**src/rtl/flush_ctrl.sv**
```systemverilog
// flush_ctrl
//   Sequences the pipeline flush and IF redirect that follow a committed
//   exception or ertn. An event accepted in IDLE latches the redirect target
//   (and, for exceptions, the PC/ecode and count). One cycle of flush then
//   follows. After that the target is presented to IF until IF accepts it.
//   busy stays high for the whole sequence so that WB is stalled. Events that
//   arrive while busy is high are dropped.
//
//   state    | meaning
//   ---------+---------------------------------------------------------
//   IDLE     | waiting for wb_ex / ertn_flush; redirect_valid low
//   FLUSH    | flush pulse asserted for this single cycle
//   REDIRECT | redirect_valid high with a stable target until accepted
//
// Ports
//   clk, resetn        clock, async active-low reset
//   wb_ex              WB commits an exception (valid-qualified)
//   wb_ex_pc/wb_ecode  PC and ecode of the excepting instruction
//   ertn_flush         WB commits an ertn (valid-qualified)
//   csr_eentry/csr_era exception entry / return address CSRs
//   if_redirect_ready  IF accepts the redirect this cycle
//   flush              one-cycle kill of IF/ID/EX/MEM
//   redirect_valid/pc  redirect presented to IF
//   busy               sequence in progress (not IDLE)
//   last_ex_pc/ecode   details of the most recent accepted exception
//   ex_count/ertn_count wrapping event counters
module flush_ctrl (
  input  logic        clk,
  input  logic        resetn,
  input  logic        wb_ex,
  input  logic [31:0] wb_ex_pc,
  input  logic [5:0]  wb_ecode,
  input  logic        ertn_flush,
  input  logic [31:0] csr_eentry,
  input  logic [31:0] csr_era,
  input  logic        if_redirect_ready,
  output logic        flush,
  output logic        redirect_valid,
  output logic [31:0] redirect_pc,
  output logic        busy,
  output logic [31:0] last_ex_pc,
  output logic [5:0]  last_ecode,
  output logic [15:0] ex_count,
  output logic [15:0] ertn_count
);

  typedef enum logic [1:0] {
    IDLE     = 2'd0,
    FLUSH    = 2'd1,
    REDIRECT = 2'd2
  } state_t;

  state_t state;

  // All outputs are registers. redirect_pc is the latched target, so it is
  // already stable during FLUSH. It keeps its value after the handshake.
  always_ff @(posedge clk or negedge resetn) begin
    if (!resetn) begin
      state          <= IDLE;
      flush          <= 1'b0;
      redirect_valid <= 1'b0;
      busy           <= 1'b0;
      redirect_pc    <= 32'h0;
      last_ex_pc     <= 32'h0;
      last_ecode     <= 6'h0;
      ex_count       <= 16'h0;
      ertn_count     <= 16'h0;
    end else begin
      case (state)
        IDLE: begin
          // The exception has priority. An ertn in the same cycle is dropped.
          if (wb_ex) begin
            state       <= FLUSH;
            flush       <= 1'b1;
            busy        <= 1'b1;
            redirect_pc <= {csr_eentry[31:2], 2'b00};
            last_ex_pc  <= wb_ex_pc;
            last_ecode  <= wb_ecode;
            ex_count    <= ex_count + 16'd1;
          end else if (ertn_flush) begin
            state       <= FLUSH;
            flush       <= 1'b1;
            busy        <= 1'b1;
            redirect_pc <= {csr_era[31:2], 2'b00};
            ertn_count  <= ertn_count + 16'd1;
          end
        end
        FLUSH: begin
          state          <= REDIRECT;
          flush          <= 1'b0;
          redirect_valid <= 1'b1;
        end
        REDIRECT: begin
          if (if_redirect_ready) begin
            state          <= IDLE;
            redirect_valid <= 1'b0;
            busy           <= 1'b0;
          end
        end
        default: begin
          state          <= IDLE;
          flush          <= 1'b0;
          redirect_valid <= 1'b0;
          busy           <= 1'b0;
        end
      endcase
    end
  end

endmodule

```
**config.mk**
```make
export PLATFORM = sky130hd
export DESIGN_NAME = flush_ctrl
export DESIGN_NICKNAME = d
export VERILOG_FILES = /design/src/rtl/flush_ctrl.sv
export SDC_FILE = /design/constraint.sdc
export NUM_CORES = 1
export LEC_CHECK = 0
export ABC_AREA = 1
export BUFFER_PORTS_ARGS = -buffer_cell sky130_fd_sc_hd__buf_4
export CAP_MARGIN = 20
export CORE_MARGIN = 1.5
export CORE_UTILIZATION = 47
export DETAILED_ROUTE_END_ITERATION = 6
export PLACE_DENSITY = 0.8
export SYNTH_ARGS = -nofsm -noshare
export SYNTH_HDL_FRONTEND = slang
export SYNTH_SLANG_ARGS = --single-unit
```
**constraint.sdc**
```tcl
create_clock -name clk -period 1.7 [get_ports clk]
set_input_delay 0.255 -clock clk [delete_from_list [all_inputs] [get_ports clk]]
set_output_delay 0.255 -clock clk [all_outputs]
set_load 0.02 [all_outputs]
```
# == Word-level counts from Yosys, hierarchy flattened ==
# Cells that the tools add are included.
# classes
bitwise,4
reduce_logical,9
mux,12
n_addsub,2
n_eq_ne,4
# op_table
cell,n
two-way mux 32 bit,2
adder 16 x 1 -> 16 bit (second input constant),2
AND reduction 2 bit,5
two-way mux 2 bit,3
one-hot mux 1 bit (3 select lines),2
one-hot mux 2 bit (3 select lines),1
AND reduction 3 bit,2
inverter 1 bit,4
two-way mux 1 bit,3
!= test 3 bit (second input constant),1
== test 2 x 1 -> 1 bit (second input constant),1
== test 2 bit (second input constant),1
logical NOT 2 bit,1
!= test 2 bit (second input constant),1
one-hot mux 1 bit (2 select lines),1
nonzero test 2 bit,1
# word_totals
register_bits,107
input_bits,107
out_inout_bits,105
wordCells,40

# == Logic depth before layout (Yosys ltp) ==
# Gate-level depths: netlist of the first run.
# depth
depth_word,3
depth_mapped,9

# == Least setup slack after synthesis of the first run ==
# Ideal clock, no wire load.
# synth_timing
path_kind,flip-flop to flip-flop
startpoint,reg ertn_count[0]
endpoint,reg ertn_count[8]
synth_period_minus_slack_ns,1.315
stages_incl_launch_ff,7
arrival_ns,1.235
path_slack_ns,0.385
path_buffers,0
cell_sequence,dfrtp_1 -> ha_1 -> nand2_1 -> nor2_1 -> nand2_2 -> nor2_1 -> xor2_1
# synth_between
elab_chain_len,1
# synth_lines
element,line_no,source
start: declaration,44,output logic [15:0] ertn_count
start signal: assignment,85,ertn_count <= ertn_count + 16'd1;
adder 16 x 1 -> 16 bit,85,
# No other way between the ends.
# A chain may end at the register's enable or synchronous reset.

# == Worst setup path after layout of the first run ==
# layout_timing
startpoint,reg state[0]
endpoint,reg ertn_count[13]
# layout_between
elab_chain_len,2
# layout_lines
element,line_no,source
start: declaration,53,state_t state;
start signal: assignment,59,state <= IDLE;
start signal: assignment,73,state <= FLUSH;
start signal: assignment,81,state <= FLUSH;
logical NOT 2 bit,69,case (state)
AND reduction 3 bit (no line),--,
# No other way between the ends.

==> flow_summary.json, run 1 <==
{
  "run_status": "finished clean",
  "die_width_um": 104,
  "synthFlopType": "dfrtp_1",
  "max_clock_freq_mhz": 678,
  "timing.reg2reg.worst_path_depth": 6,
  "drt-met1-wl_um": 4820,
  "worst-slew-pin-transition_ps": 548,
  "path_cells": "nor2_1 -> nand2_1 -> nor2_1 -> nand4_1 -> nand2_1 -> nand2_1",
  "timing.setup.critical_path_class": "reg -> reg",
  "synth.ff_latch_count": 105,
  "initial_core_util_pct": 48.5,
  "grt_setup_unrepaired": "false",
  "numClockSinks": 105,
  "final_min_period_over_clock_period_pct": 86.7,
  "cp.required_ps": 1950,
  "critical_path_buf_inv_count": 0,
  "design.die.area_sq_um": 10800,
  "placementRows": 36,
  "cts_max_path_buffers": 2,
  "fin_util_pct": 67.6,
  "layout_min_cycle_time_ps": 1470,
  "yosysUniqueCellTypes": 26,
  "final.setup_skew_ps": 20.1,
  "nets": 874,
  "dominant_cell_by_count_in_the_synthesized_netlist": "nand2_1",
  "cts_root_buf": "clkbuf_8",
  "first_global_vias": 4349,
  "timing.hold.worst.start": "wb_ex_pc[12]",
  "count_of_flip_flops_with_a_built_in_enable_after_synthesis": 0,
  "post_cts_resize_count": 0,
  "power_leakage_nw": 3.45,
  "pin_count_of_the_biggest_net_entering_global_routing": 106,
  "drt-vias-per-instance": 4.88,
  "critical_path_s_top_delay_family": "simple AND/OR/NAND/NOR gates",
  "synth.avg_cell_area_sq_um": 8.48,
  "clk_latency_ps": 350,
  "htree_num_levels": 3,
  "holdPathEnd": "last_ex_pc[12]$_DFFE_PN0P_",
  "grt_usage_pct": 22.5,
  "synth_cells": 562,
  "dr_wl_met3_um": 778,
  "die-height_um": 104,
  "worst-endpoint-arrival_ps": 1730,
  "hold_viol": 0,
  "regToRegSetupSlack_ps": 230,
  "avgRoutedWirePerCell_um": 13.0,
  "synth.cell_area_sq_um": 4770,
  "ys_seq_area_share_pct": 55.1,
  "worstHoldPathCells": 3,
  "antenna_left": 0,
  "max-cap-violations": 0,
  "worstSetupStartpointType": "flop",
  "synthTopCellsByCount": "nand2_1, dfrtp_1, nor2_1, o21ai_0, o21ai_1",
  "cts_inserted_buffers": 9,
  "slew_violations": 0,
  "ys.warnings.count": 0,
  "dr.first_iter.drc_count": 189,
  "timing.critical_path.slowest_cell_delay_ps": 430,
  "timing.slew.headroom_pct": 63.5,
  "dr_total_vias": 4409,
  "drc_errors": 0,
  "synthTopCellsByArea": "dfrtp_1, nand2_1, or2_2, o21ai_0, o21ai_1",
  "timing.critical_path.slowest_stage_cell": "dfrtp_1",
  "placement.io_buffers": 205,
  "worst_r2r_startpoint": "state[0]$_DFFE_PN0P_",
  "wire_length_of_the_first_global_routing_pass_um": 19900,
  "synthToLayoutAreaGrowth_pct": 39.3,
  "grt_antenna_before_repair": 0,
  "drt_wl_total_um": 11700,
  "rr_endpoint": "ertn_count[13]$_DFFE_PN0P_",
  "routabilityCongestion": 0.877,
  "globalRoute.totalOverflow": 0,
  "core_area_sq_um": 9820,
  "clk_transition_reported_paths_ps": 110,
  "wl_met2_um": 5810,
  "io-pin-count": 212,
  "post-synth-top-area-cell": "dfrtp_1",
  "final.setup.tns_ps": 0,
  "routed.top_layer": "met4",
  "holdCritPathClass": "in -> reg",
  "setup.worst_path.end_class": "flop",
  "synth.top_cell.area_share_pct": 55.1,
  "max_rail_drop_vdd_mv": 0.933,
  "power_density_nw_per_um2": 1590,
  "finalSetupViolations": 0,
  "path_common_cell": "nand2_1",
  "drive_gt1_share_pct": 35.2,
  "worstPathMaxFanout": 6,
  "antenna_cell_count": 0,
  "dp_hpwl_um": 8810,
  "cts_tree": "done",
  "detail_route.first_pass.iterations": 5,
  "async_reset_ff_share_pct": 100
}
## routing by layer
| metal | vias up | GRT usage [%] |
|---|---|---|
| met4 | 0 | 8.83 |
| met2 | 188 | 38.4 |
| met3 | 28 | 4.66 |
| li1 | 2163 | - |
| met1 | 2030 | 28.1 |
| met5 | - | 0 |
## logic make-up after synthesis
logic type               after synthesis  share of synthesized area, %
AND/OR/NAND/NOR                      318                          28.8
flip-flops                           105                          55.1
AO/OA/AOI/OAI                         65                          6.82
buffers and inverters                 52                          5.17
XOR/XNOR                              19                          3.49
adder cells (fa/ha/maj)                2                         0.525
other                                  1                        0.0787
## timing repair
action | 4_1_cts | 5_1_grt
hold endpoints to repair | 80 | 0
setup buffers | 0 | 0
hold buffers | 1 | 0
setup endpoints to repair | 0 | 0
## layout by cell type, fill, tap and decap left out
cell	count
bufinv_16	1
clkinvlp_4	2
nand2_1	216
dlygate4sd3_1	1
nand2_4	1
clkbuf_1	1
nand3_4	1
ha_1	2
xnor2_1	11
inv_2	2
nor2_2	3
inv_4	1
clkinv_4	1
nor2_1	34
conb_1	2
dfrtp_1	105
inv_6	1
nand3b_1	1
buf_4	211
xor2_1	8
nor3_1	4
nor2_4	2
o21ai_1	31
o21ai_0	34
nand4_1	12
or2_2	30
clkbuf_8	10
inv_1	26
nand3_1	11
buf_12	2
nand2_2	3
## report_power, final
part	switching [mW]	total, mW	internal (mW)
combinational	2.89	4.91	2.02
clock	0.834	1.56	0.731
sequential	0.636	4.10	3.46
## through the flow
| stage | hold slack, ps | instances | power, mW | area, sq um | setup slack [ps] |
|---|---|---|---|---|---|
| global placement | 366 | 886 | 8.92 | 6430 | 271 |
| floorplan | -40.6 | 563 | 6.87 | 4770 | 385 |
| finish | 82.8 | 903 | 10.6 | 6640 | 226 |
| CTS | 71.7 | 903 | 10.7 | 6640 | 210 |
| detailed placement | 370 | 886 | 9.09 | 6430 | 199 |
| global route | 72.3 | 903 | 11.3 | 6640 | 92.0 |
## cell type report
| class | count | area (sq um) |
|---|---|---|
| Fill cell | 791 | 3180 |
| Sequential cell | 105 | 2630 |
| Multi-Input combinational cell | 406 | 1900 |
| Timing Repair Buffer | 214 | 1630 |
| Tap cell | 133 | 166 |
| Clock buffer | 11 | 141 |
| Inverter | 29 | 111 |
| Clock inverter | 5 | 62.6 |
## worst min-delay path, stage by stage
cell and delay, ps:
buf_4 80, nand2_1 40, nand2_1 40
## sequential cells by signal, summed over array words and instances, names as in the netlist
name and count:
redirect_pc 30, ex_count 16, busy 1, state 2, last_ex_pc 32, ertn_count 16, redirect_valid 1, flush 1
last_ecode 6
## worst max path at each step
| stage | slack (ps) | end | depth (start not counted) | startpoint |
|---|---|---|---|---|
| 3_5_place_dp | 200 | redirect_pc[22]$_DFFE_PN0P_ | 9 | wb_ex |
| 3_3_place_gp | 270 | ertn_count[15]$_DFFE_PN0P_ | 6 | state[0]$_DFFE_PN0P_ |
| 4_1_cts | 210 | ertn_count[13]$_DFFE_PN0P_ | 6 | state[0]$_DFFE_PN0P_ |
| 5_1_grt | 90 | ertn_count[13]$_DFFE_PN0P_ | 6 | state[0]$_DFFE_PN0P_ |
| 6_report | 230 | ertn_count[13]$_DFFE_PN0P_ | 6 | state[0]$_DFFE_PN0P_ |
| 2_1_floorplan | 390 | ertn_count[8]$_DFFE_PN0P_ | 6 | ertn_count[0]$_DFFE_PN0P_ |
No activity file was read; power rests on OpenSTA's default activity.
==> run 2, diff against run 1 <==
--- a/config.mk
+++ b/config.mk
@@ -9,9 +9,9 @@
 export BUFFER_PORTS_ARGS = -buffer_cell sky130_fd_sc_hd__buf_4
 export CAP_MARGIN = 20
 export CORE_MARGIN = 1.5
-export CORE_UTILIZATION = 47
+export CORE_UTILIZATION = 38
 export DETAILED_ROUTE_END_ITERATION = 6
-export PLACE_DENSITY = 0.8
+export PLACE_DENSITY = 0.69
 export SYNTH_ARGS = -nofsm -noshare
 export SYNTH_HDL_FRONTEND = slang
 export SYNTH_SLANG_ARGS = --single-unit
==> run 2 against run 1 <==
Combinational power hardly changed. Sequential share of layout area is 1.1 points lower. Clock skew is 14 ps lower. Largest cell class unchanged.
==> flow_summary.json, run 2 (synthesized netlist as in run 1, its figures left out) <==
{
  "cts_max_path_buffers": 2,
  "pin_count_of_the_biggest_net_entering_global_routing": 106,
  "cts_tree": "done",
  "finalSetupViolations": 0,
  "hold_viol": 0,
  "layout_min_cycle_time_ps": 1420,
  "globalRoute.totalOverflow": 0,
  "placement.io_buffers": 205,
  "power_density_nw_per_um2": 1650,
  "detail_route.first_pass.iterations": 4,
  "clk_transition_reported_paths_ps": 70,
  "area_of_combinational_cells_with_multiple_inputs_sq_um": 1900,
  "dr.first_iter.drc_count": 170,
  "final_min_period_over_clock_period_pct": 83.5,
  "seq_area_sq_um": 2630,
  "nets": 877,
  "grt_setup_unrepaired": "false",
  "placementRows": 40,
  "avgRoutedWirePerCell_um": 13.2,
  "final.setup_skew_ps": 5.83,
  "timing.setup.critical_path_class": "reg -> reg",
  "dr_total_vias": 4346,
  "drc_errors": 0,
  "wire_length_of_the_first_global_routing_pass_um": 19700,
  "first_global_vias": 4233,
  "die-height_um": 115,
  "routabilityCongestion": 0.847,
  "dp_hpwl_um": 9370,
  "largest-register": "last_ex_pc",
  "worst-slew-pin-transition_ps": 584,
  "core_area_sq_um": 12100,
  "run_status": "finished clean",
  "placement.setup.worst_slack_ps": 282,
  "htree_num_levels": 3,
  "clk_latency_ps": 350,
  "power_leakage_nw": 3.52,
  "io-pin-count": 212,
  "fin_hold_ws_ps": 93.8,
  "holdCritPathClass": "in -> reg",
  "worstPathMaxFanout": 4,
  "cts_root_buf": "clkbuf_16",
  "drt-vias-per-instance": 4.62,
  "drt_wl_total_um": 12400,
  "cts_setup_buffers": 0,
  "fin_util_pct": 56.4,
  "numClockSinks": 105,
  "top_regs": "last_ex_pc: 32 flops, redirect_pc: 30 flops",
  "initial_core_util_pct": 39.4,
  "max_clock_freq_mhz": 705,
  "drive_gt1_share_pct": 35.2,
  "fill_cells": 1107,
  "final_cell_mix": "nand2_1, buf_4, dfrtp_1",
  "cp.required_ps": 1970,
  "worstSetupStartpointType": "flop",
  "max_reg_flops": 32,
  "worst-endpoint-arrival_ps": 1690,
  "synthToLayoutAreaGrowth_pct": 43.2,
  "timing.slew.headroom_pct": 61.1,
  "grt_usage_pct": 18.9,
  "antenna_left": 0,
  "design.die.area_sq_um": 13200,
  "max_rail_drop_vdd_mv": 0.827,
  "cts_inserted_buffers": 9,
  "grt_antenna_before_repair": 0,
  "setup.worst_path.end_class": "flop",
  "die_width_um": 115,
  "final_common_cell": "nand2_1",
  "slew_violations": 0,
  "postLayoutSetupSlackWorst_ps": 281,
  "final.setup.tns_ps": 0,
  "max-cap-violations": 0,
  "antenna_cell_count": 0
}
-- run 2: timing repair --
action                                  in CTS  in global routing
endpoints found under the setup margin       0                  0
hold buffers                                 1                  0
gates resized for setup                      0                  0
hold endpoints to repair                     7                  0
-- run 2: final cells by class --
class                      count  area share, %
sequential                   105           38.5
multi-input combinational    406           27.8
timing repair buffer         217           24.3
clock buffer                  14           3.87
tap                          168           3.08
inverter                      29           1.63
clock inverter                 2          0.880
-- run 2: final timing paths --
kind | depth (start not counted) | slack (ps) | start | to
setup / recovery | 5 | 280 | state[0]$_DFFE_PN0P_ | ertn_count[5]$_DFFE_PN0P_
hold / removal | 3 | 90 | wb_ex_pc[4] | last_ex_pc[4]$_DFFE_PN0P_
setup reg to reg | 5 | 280 | state[0]$_DFFE_PN0P_ | ertn_count[5]$_DFFE_PN0P_
hold reg to reg | 2 | 480 | last_ex_pc[5]$_DFFE_PN0P_ | last_ex_pc[5]$_DFFE_PN0P_
max in group asynchronous | 3 | 740 | resetn | redirect_pc[8]$_DFFE_PN0P_
min in group asynchronous | 3 | 490 | resetn | last_ex_pc[28]$_DFFE_PN0P_
-- run 2: worst max-delay path, stage by stage (launching register included) --
cell and delay, ps:
dfrtp_1 410, nor2_1 210, nand2_1 150, buf_4 180, nor3_1 210, xor2_1 180
-- run 2: stage by stage --
| stage | instances | area, sq um | power, mW |
|---|---|---|---|
| 3_3_place_gp | 924 | 6490 | 9.00 |
| 2_1_floorplan | 563 | 4770 | 6.87 |
| 5_1_grt | 941 | 6830 | 12.0 |
| 6_report | 941 | 6830 | 11.3 |
| 4_1_cts | 941 | 6830 | 11.4 |
| 3_5_place_dp | 924 | 6490 | 9.14 |
-- run 2: layer usage --
layer,vias up,track usage [%],routed length (um)
li1,2167,-,-
met4,0,7.98,283
met3,21,4.69,901
met2,161,32.3,6060
met5,-,0,0
met1,1997,22.7,5180
-- run 2: power by group --
part	total (mW)	internal [mW]	leakage, nW	switching (mW)
sequential	4.11	3.47	1.32	0.639
combinational	4.94	2.04	2.05	2.89
clock	2.24	1.37	0.157	0.871
total	11.3	6.89	3.52	4.40
==> run 3, diff against run 2 <==
--- a/config.mk
+++ b/config.mk
@@ -11,7 +11,7 @@
 export CORE_MARGIN = 1.5
 export CORE_UTILIZATION = 38
 export DETAILED_ROUTE_END_ITERATION = 6
-export PLACE_DENSITY = 0.69
+export PLACE_DENSITY = 0.71
 export SYNTH_ARGS = -nofsm -noshare
 export SYNTH_HDL_FRONTEND = slang
 export SYNTH_SLANG_ARGS = --single-unit
==> constraint.sdc (replaced) <==
create_clock -name clk -period 1.15 [get_ports clk]
set_input_delay 0.1725 -clock clk [delete_from_list [all_inputs] [get_ports clk]]
set_output_delay 0.1725 -clock clk [all_outputs]
set_load 0.02 [all_outputs]
==> run 3 against run 2 <==
The run now ends with setup timing left. Non-clock buffer count grew 72. Core utilization grew 11 points. Total power grew 76%. Maximum frequency grew 3.0%. Clock skew grew 0.92 ps. Sequential share of layout area shrank 5.9 points.
==> flow_summary.json, run 3 (synthesized netlist as in run 1, its figures left out) <==
{
  "globalRoute.totalOverflow": 0,
  "htree_num_levels": 3,
  "fin_util_pct": 67.3,
  "power.switching_fraction_pct": 38.7,
  "max-cap-violations": 0,
  "largest-register": "last_ex_pc",
  "worstHoldPathCells": 3,
  "run_status": "finished, violations left",
  "slew_violations": 0,
  "io-pin-count": 212,
  "cts_max_path_buffers": 2,
  "timing.reg2reg.worst_path_depth": 8,
  "final_cell_mix": "buf_4, nand2_1, dfrtp_1",
  "power.share.clock_pct": 16.0,
  "seq_area_sq_um": 2650,
  "fill_cells": 949,
  "post-route-cell-area_sq_um": 8150,
  "antenna_cell_count": 0,
  "power_density_nw_per_um2": 2430,
  "drt_wl_total_um": 14000,
  "routabilityCongestion": 0.854,
  "power_leakage_nw": 4.12,
  "synthToLayoutAreaGrowth_pct": 70.9,
  "detail_route.first_pass.iterations": 7,
  "holdCritPathClass": "in -> reg",
  "dr.first_iter.drc_count": 172,
  "dr_total_vias": 4757,
  "pwr-share-seq_pct": 31.1,
  "drc_errors": 0,
  "first_global_vias": 4573,
  "worstSetupStartpointType": "flop",
  "timing.setup.critical_path_class": "reg -> reg",
  "placement.setup.worst_slack_ps": -184,
  "die-height_um": 115,
  "setup.worst_path.end_class": "flop",
  "worstPathMaxFanout": 5,
  "avgRoutedWirePerCell_um": 13.8,
  "numClockSinks": 105,
  "placement.io_buffers": 205,
  "finalPower_mw": 19.8,
  "dpl_cell_area_sq_um": 6820,
  "share_comb_of_total_power_pct": 52.9,
  "power.switching_mw": 7.68,
  "worst-endpoint-arrival_ps": 1610,
  "clk_latency_ps": 340,
  "cts_tree": "done",
  "grt_usage_pct": 20.4,
  "top_regs": "last_ex_pc: 32 flops, redirect_pc: 30 flops",
  "cts_root_buf": "clkbuf_16",
  "cts_inserted_buffers": 9,
  "cp.required_ps": 1380,
  "nets": 949,
  "max_rail_drop_vdd_mv": 0.985,
  "final.setup.tns_ps": -15760,
  "grt_antenna_before_repair": 0,
  "final-instance-count-excl-fill": 1013,
  "max_clock_freq_mhz": 726,
  "wire_length_of_the_first_global_routing_pass_um": 21400,
  "area_of_combinational_cells_with_multiple_inputs_sq_um": 2280,
  "finalSetupViolations": 110,
  "grt_setup_unrepaired": "true",
  "antenna_left": 0,
  "placementRows": 40,
  "postLayoutSetupSlackWorst_ps": -227,
  "max_reg_flops": 32,
  "final_common_cell": "buf_4",
  "violations_in_the_final_reports": "setup timing",
  "design.die.area_sq_um": 13200,
  "initial_core_util_pct": 39.4,
  "layout_min_cycle_time_ps": 1380,
  "hold_viol": 0,
  "die_width_um": 115,
  "final.setup_skew_ps": 6.76,
  "core_area_sq_um": 12100,
  "clk_transition_reported_paths_ps": 70,
  "cell_internal_pwr_mw": 12.2,
  "place_inst": 948,
  "final_min_period_over_clock_period_pct": 120,
  "drt-vias-per-instance": 4.70,
  "fin_hold_ws_ps": 26.0,
  "dp_hpwl_um": 9640,
  "pin_count_of_the_biggest_net_entering_global_routing": 52,
  "drive_gt1_share_pct": 52.0
}
run 3: area by class of cell:
class | instances | share of cell area (%)
Clock buffer | 12 | 3.27
Tap cell | 168 | 2.58
Timing Repair Buffer | 289 | 31.6
Inverter | 29 | 1.40
Clock inverter | 4 | 0.614
Multi-Input combinational cell | 406 | 27.9
Sequential cell | 105 | 32.6
run 3: worst paths after layout:
kind | start | to | slack [ps]
max | state[0]$_DFFE_PN0P_ | ertn_count[15]$_DFFE_PN0P_ | -230
max reg2reg | state[0]$_DFFE_PN0P_ | ertn_count[15]$_DFFE_PN0P_ | -230
min | wb_ex_pc[21] | last_ex_pc[21]$_DFFE_PN0P_ | 30
min reg2reg | last_ecode[0]$_DFFE_PN0P_ | last_ecode[0]$_DFFE_PN0P_ | 480
max in group asynchronous | resetn | ex_count[3]$_DFFE_PN0P_ | 390
min in group asynchronous | resetn | last_ex_pc[31]$_DFFE_PN0P_ | 220
run 3: power groups by stage:
stage	combinational, mW	sequential (mW)	clock (mW)
floorplan	2.68	7.76	0
global placement	7.81	6.07	0
detailed placement	7.98	6.12	0
CTS	9.25	6.08	3.27
global route	11.3	6.35	3.43
finish	10.5	6.17	3.17
run 3: layer usage:
layer  global-route usage [%]  wire, um  up-vias
met5                        0         0        -
met4                     6.67       206        0
met3                     5.75      1100       18
met2                     34.2      6960      183
met1                     25.5      5730     2226
li1                         -         -     2330
run 3: worst max-delay path: stages (launching register included):
cell and delay [ps]:
dfrtp_1 400, buf_6 130, nor2_4 180, buf_12 140, nand2_8 70, nor2_4 130
nand4_1 90, nand2_1 80, nand2_1 50
run 3: timing repair:
action | 4_1_cts | 5_1_grt
endpoints found under the setup margin | 114 | 127
resized for setup | 67 | 72
hold buffers | 1 | 0
buffers inserted | 26 | 16
hold endpoints to repair | 105 | 0
cloned | 2 | 5
pin swaps | 17 | 13
